File: config.mk
export PLATFORM = sky130hd
export DESIGN_NAME = clock_mode_ctrl
export DESIGN_NICKNAME = d
export VERILOG_FILES = /design/src/rtl/clock_mode_ctrl.sv
export SDC_FILE = /design/constraint.sdc
export NUM_CORES = 1
export LEC_CHECK = 0
export CELL_PAD_IN_SITES_DETAIL_PLACEMENT = 1
export CELL_PAD_IN_SITES_GLOBAL_PLACEMENT = 1
export CORE_ASPECT_RATIO = 0.9
export CORE_UTILIZATION = 30
export DETAILED_ROUTE_END_ITERATION = 10
export GPL_TIMING_DRIVEN = 0
export PLACE_DENSITY_LB_ADDON = 0.1
export SYNTH_ARGS = -nofsm -noshare
export SYNTH_HDL_FRONTEND = slang
export SYNTH_SLANG_ARGS = --single-unit
File: constraint.sdc
create_clock -name clk -period 2.5 [get_ports clk]
set_clock_uncertainty 0.05 [all_clocks]
set_input_delay 0.5 -clock clk [delete_from_list [all_inputs] [get_ports clk]]
set_output_delay 0.5 -clock clk [all_outputs]
set_load 0.05 [all_outputs]
File: src/rtl/clock_mode_ctrl.sv
// clock_mode_ctrl: time-keeping and mode sequencer for the digital clock.
// Keeps hh:mm:ss in BCD, debounces the mode/inc buttons on the 100 Hz
// timebase, and steps RUN -> SET_HOUR -> SET_MIN -> RUN on mode presses.
// Optional hourly chime is compiled in with the macro HOURLY_CHIME_EN;
// without it the chime port is tied low.
module clock_mode_ctrl #(
    parameter int DB_SAMPLES = 3,
    parameter int INIT_HOUR  = 12,
    parameter int INIT_MIN   = 0
) (
    input  logic       clk,
    input  logic       rst_n,
    input  logic       f1Hz,
    input  logic       f100Hz,
    input  logic       key_mode_n,
    input  logic       key_inc_n,
    output logic [1:0] hour_t,
    output logic [3:0] hour_u,
    output logic [2:0] min_t,
    output logic [3:0] min_u,
    output logic [2:0] sec_t,
    output logic [3:0] sec_u,
    output logic [2:0] blink,
    output logic [1:0] mode,
    output logic       chime
);

    typedef enum logic [1:0] {
        RUN      = 2'd0,
        SET_HOUR = 2'd1,
        SET_MIN  = 2'd2
    } mode_e;

    localparam logic [1:0] INIT_HT = 2'(INIT_HOUR / 10);
    localparam logic [3:0] INIT_HU = 4'(INIT_HOUR % 10);
    localparam logic [2:0] INIT_MT = 3'(INIT_MIN / 10);
    localparam logic [3:0] INIT_MU = 4'(INIT_MIN % 10);
    localparam logic [3:0] DB_LAST = 4'(DB_SAMPLES - 1);

    // Minute/second style increment, 59 wraps to 00.
    function automatic logic [6:0] inc_sexa(input logic [2:0] t, input logic [3:0] u);
        if (u == 4'd9) begin
            if (t == 3'd5) return 7'd0;
            return {t + 3'd1, 4'd0};
        end
        return {t, u + 4'd1};
    endfunction

    // Hour increment, 23 wraps to 00.
    function automatic logic [5:0] inc_hour(input logic [1:0] t, input logic [3:0] u);
        if (t == 2'd2 && u == 4'd3) return 6'd0;
        if (u == 4'd9) return {t + 2'd1, 4'd0};
        return {t, u + 4'd1};
    endfunction

    logic f1_s, f1_d, f100_s, f100_d;
    logic tick_1hz, tick_100hz;

    // Register the timebase square waves once and keep a delayed copy for edge detect.
    always_ff @(posedge clk or negedge rst_n) begin
        if (!rst_n) begin
            f1_s   <= 1'b0;
            f1_d   <= 1'b0;
            f100_s <= 1'b0;
            f100_d <= 1'b0;
        end else begin
            f1_s   <= f1Hz;
            f1_d   <= f1_s;
            f100_s <= f100Hz;
            f100_d <= f100_s;
        end
    end

    assign tick_1hz   = f1_s & ~f1_d;
    assign tick_100hz = f100_s & ~f100_d;

    // Key index 0 = mode, 1 = inc. All levels are active-low.
    logic [1:0] keys, sync1, sync2, acc, acc_d, armed, press;
    logic [3:0] dcnt [2];
    logic [3:0] rcnt [2];

    assign keys = {key_inc_n, key_mode_n};

    // Synchronise, sample at 100 Hz, accept a new level after DB_SAMPLES equal samples;
    // a key is only armed once a released level has been confirmed since reset.
    always_ff @(posedge clk or negedge rst_n) begin
        if (!rst_n) begin
            sync1 <= 2'b11;
            sync2 <= 2'b11;
            acc   <= 2'b11;
            acc_d <= 2'b11;
            armed <= 2'b00;
            for (int k = 0; k < 2; k++) begin
                dcnt[k] <= '0;
                rcnt[k] <= '0;
            end
        end else begin
            sync1 <= keys;
            sync2 <= sync1;
            acc_d <= acc;
            if (tick_100hz) begin
                for (int k = 0; k < 2; k++) begin
                    if (sync2[k] != acc[k]) begin
                        if (dcnt[k] == DB_LAST) begin
                            acc[k]  <= sync2[k];
                            dcnt[k] <= '0;
                        end else begin
                            dcnt[k] <= dcnt[k] + 4'd1;
                        end
                    end else begin
                        dcnt[k] <= '0;
                    end
                    if (!armed[k]) begin
                        if (!sync2[k])             rcnt[k]  <= '0;
                        else if (rcnt[k] == DB_LAST) armed[k] <= 1'b1;
                        else                       rcnt[k]  <= rcnt[k] + 4'd1;
                    end
                end
            end
        end
    end

    assign press = acc_d & ~acc & armed;

    mode_e      state, state_nx;
    logic [1:0] ht, ht_nx;
    logic [3:0] hu, hu_nx, mu, mu_nx, su, su_nx;
    logic [2:0] mt, mt_nx, st, st_nx;
    logic [2:0] blink_q, blink_nx;

    // State, time digits and blink mask registers.
    always_ff @(posedge clk or negedge rst_n) begin
        if (!rst_n) begin
            state   <= RUN;
            ht      <= INIT_HT;
            hu      <= INIT_HU;
            mt      <= INIT_MT;
            mu      <= INIT_MU;
            st      <= 3'd0;
            su      <= 4'd0;
            blink_q <= 3'b000;
        end else begin
            state   <= state_nx;
            ht      <= ht_nx;
            hu      <= hu_nx;
            mt      <= mt_nx;
            mu      <= mu_nx;
            st      <= st_nx;
            su      <= su_nx;
            blink_q <= blink_nx;
        end
    end

    // Next state and time: mode press wins over both the 1 Hz tick and inc press.
    always_comb begin
        state_nx = state;
        ht_nx    = ht;
        hu_nx    = hu;
        mt_nx    = mt;
        mu_nx    = mu;
        st_nx    = st;
        su_nx    = su;
        blink_nx = 3'b000;
        case (state)
            RUN: begin
                if (press[0]) begin
                    state_nx = SET_HOUR;
                end else if (tick_1hz) begin
                    {st_nx, su_nx} = inc_sexa(st, su);
                    if (st == 3'd5 && su == 4'd9) begin
                        {mt_nx, mu_nx} = inc_sexa(mt, mu);
                        if (mt == 3'd5 && mu == 4'd9) {ht_nx, hu_nx} = inc_hour(ht, hu);
                    end
                end
            end
            SET_HOUR: begin
                if (press[0])      state_nx = SET_MIN;
                else if (press[1]) {ht_nx, hu_nx} = inc_hour(ht, hu);
            end
            SET_MIN: begin
                if (press[0]) begin
                    state_nx = RUN;
                    st_nx    = 3'd0;
                    su_nx    = 4'd0;
                end else if (press[1]) begin
                    {mt_nx, mu_nx} = inc_sexa(mt, mu);
                end
            end
            default: state_nx = RUN;
        endcase
        if (state_nx == SET_HOUR)     blink_nx = {f1_s, 2'b00};
        else if (state_nx == SET_MIN) blink_nx = {1'b0, f1_s, 1'b0};
    end

`ifdef HOURLY_CHIME_EN
    logic chime_q, chime_nx;

    assign chime_nx = (state_nx == RUN) && (mt_nx == 3'd0) && (mu_nx == 4'd0)
                      && (st_nx == 3'd0) && (su_nx < 4'd5);

    // Chime register, aligned with the digits it is derived from.
    always_ff @(posedge clk or negedge rst_n) begin
        if (!rst_n) chime_q <= 1'b0;
        else        chime_q <= chime_nx;
    end

    assign chime = chime_q;
`else
    assign chime = 1'b0;
`endif

    assign hour_t = ht;
    assign hour_u = hu;
    assign min_t  = mt;
    assign min_u  = mu;
    assign sec_t  = st;
    assign sec_u  = su;
    assign blink  = blink_q;
    assign mode   = state;

endmodule

==> results.md, run 1 <==
- Fill count: just under 1,000
- Net Sw Frac: 38.42%
- DP Wirelength: slightly below 4000 um
- Cell type group with the largest total delay on the critical path: buffers and inverters
- Worst r2r src: sec_u[1]$_DFFE_PN0P_
- Insertion delay of the later-clocked pin in the worst-skew pair: 0.31 ns
- Fraction of the yosys area taken by sequential cells: 51.15%
- Starting density of the core: 30.97%
- Yosys Warn Count: 0
- Die Area: 9269 um2
- Final Hold Vio Count: 0
- Static power due to leakage: approximately 1.4 nW
- Cell at the root of the clock tree: sky130_fd_sc_hd__clkbuf_8
- Worst-path cell chain: clkdlybuf4s50_1
- Pins Over Slew Limit: 0
- Post-synthesis cell type count: 50
- Die Span X: 101.4 um
- Die span in y: roughly 91 um
- Clk pwr share: 19.3%
- Part of the power in registers: 44.4%
- Final critical path time including I/O delays and setup: 2.228 ns
- R2R Path End: hour_t[0]$_DFFE_PN1P_
- R2r worst-path depth: 7
- Crit path to: hour_u[1]
- Crit path setup slack, layout: roughly 0.27 ns
- Number of clock sinks: 54
- Largest net degree at the start of global routing: 37
- Sequential cell area: 1364 um2
- Flip-flop and latch count after synthesis: 54
- Summed instance area of the synthesized netlist: ~2700 um2
- Fin crit share: 89.12%
- Finished Layout Cells: ~400
- Area growth from synthesis to layout: 21.16%
- Min-Delay Path Class: input port to async pin
- First drt pass iteration count: 4
- CP startpoint kind: flip-flop
- VDD IR max: about 0.29 mV
- Clock transition at path regs: around 0.10 ns
- Clock tree from TritonCTS: yes
- PnR Total Power: roughly 3 mW
- Final setup fails: 0
- Worst slack at placement: ~0.33 ns
- Slew headroom: 64.29%
- Setup repair after global routing missed its margin: no
- Area of the placeable core: 8608 um2
- Pwr/cell area: 939.2 nW/um2
- Slowest stage cell on the critical path: sky130_fd_sc_hd__clkdlybuf4s50_1
- GRT Util Overall: 12.88%
- CP Buf/Inv Count: 1
- Global-route wire length before repair: 9377 um
- Number of instances in the synthesized netlist: 250
- Number of global-route vias before repair: roughly 2,000
- Number of hold buffers added after cts: 0
- Most common cell after layout, fill and taps aside: sky130_fd_sc_hd__dfrtp_1
- Logic depth of the worst setup path including buffers: 1
- R2r setup slk: 0.34 ns
- WS Path Type: flip-flop to output pin
- Average size of a mapped cell: 10.67 um2
- H-tree level count: 2
- Number of nets in the finished design: about 310
- Number of DRC violations after detailed-routing iteration 0: 34
- Kind of capture point of the worst setup path: output pin
- Total area of multi-input combinational cells: 1219 um2
- Setup bufs post-CTS: 0
- Antenna cell count: 0
- Switch Pwr: 1.166 mW
- Count of nets left with antenna violations after detail routing: 0
- Most used flip-flop cell after synthesis: sky130_fd_sc_hd__dfrtp_1
- Combinational share of power: 36.3%
- Arr. time, crit path: 1.68 ns
- Layout cells sized above 1: 12.46%
- Top library cells by usage in the layout, fill and taps aside: sky130_fd_sc_hd__dfrtp_1, sky130_fd_sc_hd__clkdlybuf4s50_1, sky130_fd_sc_hd__nand2_1
- Routed len/inst: 13.02 um
- Final WL: ~5300 um
- Maximum clock frequency: 448.8 MHz
- Internal power: 1.868 mW
- Vias per cell: 4.770
- Area after DPL: roughly 3100 um2
- GPL Wtd Cong: a little over 0.7
- # DRC: 0
- Final instance area: 3231 um2
- Number of vias in the routed layout: 1,946
- Post-synthesis async set-or-reset flop share: 100.0%
- GR Overflow Total: 0
- Req. time, crit path: 1.95 ns
- Number of instances in the placed design: 400
- Least-Margin Pin Slew: 0.5315 ns
- Peak fanout along the critical path: 5
- Worst stage delay on the critical path: between 0.8 and 0.9 ns
- Number of maximum-capacitance violations: 0
- PortBufs: 29
- Launch point of the worst path: hour_u[1]$_DFFE_PN1P_
- Total CTS buffers: 5
- TNS Setup: 0 ns
- Status: finished clean
- Number of primary I/O pins: 32
- Number of buffers on the longest clock path: 2
- Number of enable-type register cells in the synthesized netlist: 0
- PostCTS Resize Cnt: 0
- Number of antenna violations at the first check in global routing: 0
- Row count: 32
## flip-flops by register name (all words and copies together), names as in the netlist, 3 cells and up
signal / count
min_t: 3
min_u: 4
sec_u: 4
sec_t: 3
dcnt: 8
hour_u: 4
rcnt: 8
## layout make-up
type	count	area share, %
flip-flops and latches	54	42.22
inverters	10	1.162
clock inverters	1	0.9295
clock buffers	7	2.363
plain buffers	9	1.549
multi-input cells	178	37.72
repair buffers	30	9.450
well taps	119	4.609
## routing by layer
| metal | wire (um) | vias up | part of all wire [%] | track usage [%] |
|---|---|---|---|---|
| met5 | 0 | - | 0 | 0 |
| met1 | 2704 | 957 | 51 | 16.74 |
| met2 | 2385 | 25 | 45 | 20.98 |
| met3 | 133 | 8 | 2.5 | 2.617 |
| li1 | - | 956 | - | - |
| met4 | 88 | 0 | 1.7 | 4.710 |
## through the flow
stage | utilization, % | hold slack (ns)
global placement | 36.12 | 0.2958
global route | 37.53 | 0.1177
detailed placement | 36.29 | 0.2970
CTS | 37.53 | 0.09025
finish | 37.53 | 0.08817
floorplan | - | 0.1544
## cells by family (layout without fill, tap and decap cells)
group                      after synthesis  after routing  share of synthesized area, %
adders and majority gates               13             13                         6.101
muxes                                    5              5                         2.065
other                                    1              2                        0.1406
AOI/OAI and AO/OA                       56             56                         14.31
xor gates and xnor gates                 6              6                         1.971
buffers and inverters                   19             57                         3.285
DFF                                     54             54                         51.15
and+or+nand+nor                         96             96                         20.98
## power by group through the flow
stage          Clock, mW  Combinational, mW  Sequential [mW]
2_1_floorplan          0              0.548             1.57
3_3_place_gp           0               1.09             1.36
3_5_place_dp           0               1.11             1.37
4_1_cts            0.620               1.12             1.35
5_1_grt            0.641               1.23             1.39
6_report           0.587               1.10             1.35
## worst min path at each step
stage                            start              endpoint  slack [ns]  depth (start not counted)
floorplan                        rst_n  armed[0]$_DFFE_PN0P_        0.15                          0
global placement    sync1[0]$_DFF_PN1_    sync2[0]$_DFF_PN1_        0.30                          0
detailed placement  sync1[0]$_DFF_PN1_    sync2[0]$_DFF_PN1_        0.30                          0
CTS                              rst_n   rcnt[0]$_DFFE_PN0P_        0.09                          1
global route                     rst_n   rcnt[0]$_DFFE_PN0P_        0.12                          1
finish                           rst_n   rcnt[0]$_DFFE_PN0P_        0.09                          1
## synthesized netlist by cell type, types with 2 or more instances
| library cell | instances | share of area, % |
|---|---|---|
| sky130_fd_sc_hd__nor3_1 | 6 | 1.1 |
| sky130_fd_sc_hd__mux2_2 | 4 | 1.7 |
| sky130_fd_sc_hd__or3_1 | 2 | 0.47 |
| sky130_fd_sc_hd__inv_1 | 10 | 1.4 |
| sky130_fd_sc_hd__nand3_1 | 7 | 1.3 |
| sky130_fd_sc_hd__o22ai_1 | 2 | 0.47 |
| sky130_fd_sc_hd__dfstp_2 | 10 | 9.9 |
| sky130_fd_sc_hd__xor2_1 | 3 | 0.99 |
| sky130_fd_sc_hd__nand2_1 | 26 | 3.7 |
| sky130_fd_sc_hd__nor2_1 | 5 | 0.70 |
| sky130_fd_sc_hd__a21oi_1 | 2 | 0.38 |
| sky130_fd_sc_hd__or2_2 | 4 | 0.94 |
| sky130_fd_sc_hd__ha_1 | 13 | 6.1 |
| sky130_fd_sc_hd__and3b_1 | 2 | 0.66 |
| sky130_fd_sc_hd__a22o_1 | 4 | 1.3 |
| sky130_fd_sc_hd__a21o_1 | 6 | 1.7 |
| sky130_fd_sc_hd__o21ai_0 | 24 | 4.5 |
| sky130_fd_sc_hd__and2_1 | 2 | 0.47 |
| sky130_fd_sc_hd__nand2b_1 | 12 | 2.8 |
| sky130_fd_sc_hd__dfrtp_1 | 44 | 41 |
| sky130_fd_sc_hd__xnor2_1 | 3 | 0.99 |
| sky130_fd_sc_hd__o31ai_1 | 8 | 2.3 |
| sky130_fd_sc_hd__buf_4 | 2 | 0.56 |
| sky130_fd_sc_hd__clkbuf_1 | 5 | 0.70 |
| sky130_fd_sc_hd__nand3b_1 | 5 | 1.4 |
| sky130_fd_sc_hd__nor3b_1 | 6 | 1.7 |
| sky130_fd_sc_hd__nor2b_1 | 7 | 1.6 |
| sky130_fd_sc_hd__nor4bb_1 | 2 | 0.75 |
| sky130_fd_sc_hd__nor4b_1 | 3 | 0.99 |
No activity file was read; power rests on OpenSTA's default activity.
==> run 2: changes to the inputs <==
- ABC_CLOCK_PERIOD_IN_PS: unset -> 2500
==> results of run 2 <==
Same layout as run 1: the final DEF is identical, and so are final timing and power.
==> run 3: changes to the inputs <==
- HOLD_SLACK_MARGIN: unset -> 0.12
==> run 3 against run 2 <==
Highest routed layer unchanged. Sequential power about the same. Final cell count increased by 0.25%. Clock power about the same. Utilization increased by 0.12 points. Non-clock buffer count increased by 1. Count of clock-buffer cells in the layout unchanged. Sequential share of layout area decreased by 0.13 points. Worst setup slack about the same.
==> results.md, run 3 (synthesis gave the netlist of run 1 again) <==
- Status: finished clean
- VDD IR max: 0.2862 mV (unchanged)
- Area growth from synthesis to layout: 21.54%
- Total CTS buffers: 5 (unchanged)
- Static power due to leakage: 1.355 nW (+0.31%)
- Number of DRC violations after detailed-routing iteration 0: 33 (-2.9%)
- Worst stage delay on the critical path: 0.81 ns (about the same)
- Vias per cell: 4.756 (-0.30%)
- Least-Margin Pin Slew: 0.5315 ns (-0.00001502 ns)
- Sequential cell area: 1364 um2 (unchanged)
- Final WL: 5323 um (+0.21%)
- Min-Delay Path Class: flip-flop to flip-flop
- Cell type group with the largest total delay on the critical path: buffers and inverters
- Number of primary I/O pins: 32 (unchanged)
- Finished Layout Cells: 409 (+0.25%)
- Kind of capture point of the worst setup path: output pin
- R2R Path End: hour_t[0]$_DFFE_PN1P_
- GPL Wtd Cong: 0.7074 (unchanged)
- CP startpoint kind: flip-flop
- Launch point of the worst path: hour_u[1]$_DFFE_PN1P_
- Crit path setup slack, layout: 0.2717 ns (-0.0001710 ns)
- Registers with the highest flip-flop counts: dcnt: 8 flops, rcnt: 8 flops
- Number of maximum-capacitance violations: 0 (unchanged)
- Antenna cell count: 0 (unchanged)
- Worst hold-check slack: 0.3095 ns (+0.2214 ns)
- Fill count: 967 (+0.10%)
- Layout cells sized above 1: 12.41% (-0.043 points)
- Die span in y: 91.44 um (unchanged)
- H-tree level count: 2 (unchanged)
- Final setup fails: 0 (unchanged)
- Clock tree from TritonCTS: yes
- Count of nets left with antenna violations after detail routing: 0 (unchanged)
- Slowest stage cell on the critical path: sky130_fd_sc_hd__clkdlybuf4s50_1
- Global-route wire length before repair: 9377 um (unchanged)
- Logic depth of the worst setup path including buffers: 1 (unchanged)
- Maximum clock frequency: 448.8 MHz (about the same)
- Number of clock sinks: 54 (unchanged)
- Number of instances in the placed design: 400 (unchanged)
- DP Wirelength: 3905 um (unchanged)
- Number of nets in the finished design: 308 (+0.33%)
- Final Hold Vio Count: 0 (unchanged)
- Die Area: 9269 um2 (unchanged)
- Number of vias in the routed layout: 1,945 (-0.051%)
- Insertion delay of the later-clocked pin in the worst-skew pair: 0.31 ns (about the same)
- GRT Util Overall: 12.88% (unchanged)
- # DRC: 0 (unchanged)
- Worst r2r src: sec_u[1]$_DFFE_PN0P_
- Final critical path time including I/O delays and setup: 2.228 ns (+0.0001710 ns)
- Peak fanout along the critical path: 5 (unchanged)
- Routed len/inst: 13.01 um (about the same)
- Number of global-route vias before repair: 2,014 (unchanged)
- Final core utilization: 37.65% (+0.12 points)
- Largest net degree at the start of global routing: 37 (unchanged)
- Area of the placeable core: 8608 um2 (unchanged)
- Slew headroom: 64.29% (about the same)
- PortBufs: 29 (unchanged)
- Number of antenna violations at the first check in global routing: 0 (unchanged)
- CP Buf/Inv Count: 1 (unchanged)
- Most common cell after layout, fill and taps aside: sky130_fd_sc_hd__dfrtp_1
- Pins Over Slew Limit: 0 (unchanged)
- Req. time, crit path: 1.95 ns (about the same)
- GR Overflow Total: 0 (unchanged)
- Pwr/cell area: 936.7 nW/um2 (-0.27%)
- Arr. time, crit path: 1.68 ns (about the same)
- Setup repair after global routing missed its margin: no
- First drt pass iteration count: 4 (unchanged)
- Die Span X: 101.4 um (unchanged)
- Starting density of the core: 30.97% (unchanged)
- Worst slack at placement: 0.3313 ns (unchanged)
- Fin crit share: 89.13% (about the same)
- Row count: 32 (unchanged)
- Cell at the root of the clock tree: sky130_fd_sc_hd__clkbuf_8
- WS Path Type: flip-flop to output pin
- Top library cells by usage in the layout, fill and taps aside: sky130_fd_sc_hd__dfrtp_1, sky130_fd_sc_hd__clkdlybuf4s50_1, sky130_fd_sc_hd__nand2_1
- Total area of multi-input combinational cells: 1219 um2 (unchanged)
- Crit path to: hour_u[1]
- Clock transition at path regs: 0.09 ns (about the same)
- R2r worst-path depth: 7 (unchanged)
- R2r setup slk: 0.34 ns (about the same)
- Number of buffers on the longest clock path: 2 (unchanged)
- Worst-path cell chain: clkdlybuf4s50_1
run 3: changes by cell type in the layout (fill, tap and decap cells not counted), sizes merged:
| cell | change |
|---|---|
| dlygate4sd3 | +1 |
run 3: through the flow:
step | power, mW | instance area (um2) | setup TNS (ns)
floorplan | 2.116 | 2670 | 0
global placement | 2.455 | 3109 | -47.89
detailed placement | 2.486 | 3124 | 0
CTS | 3.095 | 3241 | 0
global route | 3.264 | 3241 | 0
finish | 3.036 | 3241 | 0
run 3: power by group:
group          switching, mW  leakage, nW  internal (mW)
logic                  0.650        0.626          0.452
registers              0.230        0.677           1.12
clock network          0.287       0.0524          0.300
run 3: repair_timing:
action	in CTS	in global routing
hold buffers	1	0
gates resized for setup	0	0
endpoints found under the hold margin	14	0
setup buffers	0	0
run 3: cell type report:
type	instances	area share (%)
plain buffers	9	1.544
inverters	10	1.158
multi-input cells	178	37.61
clock inverters	1	0.9266
flip-flops and latches	54	42.08
well taps	119	4.595
repair buffers	31	9.730
clock buffers	7	2.355
run 3: layer usage:
metal	track usage, %	share of wire (%)	wire (um)
met1	16.79	51	2712
met5	0	0	0
met2	20.98	45	2389
met3	2.540	2.5	133
met4	4.710	1.7	88
run 3: worst min-delay path by stage:
| stage | slack (ns) | end | from | depth (start not counted) |
|---|---|---|---|---|
| detailed placement | 0.30 | sync2[0]$_DFF_PN1_ | sync1[0]$_DFF_PN1_ | 0 |
| global placement | 0.30 | sync2[0]$_DFF_PN1_ | sync1[0]$_DFF_PN1_ | 0 |
| CTS | 0.31 | sync2[0]$_DFF_PN1_ | sync1[0]$_DFF_PN1_ | 0 |
| global route | 0.31 | sync2[0]$_DFF_PN1_ | sync1[0]$_DFF_PN1_ | 0 |
| finish | 0.31 | sync2[0]$_DFF_PN1_ | sync1[0]$_DFF_PN1_ | 0 |
| floorplan | 0.15 | armed[0]$_DFFE_PN0P_ | rst_n | 0 |
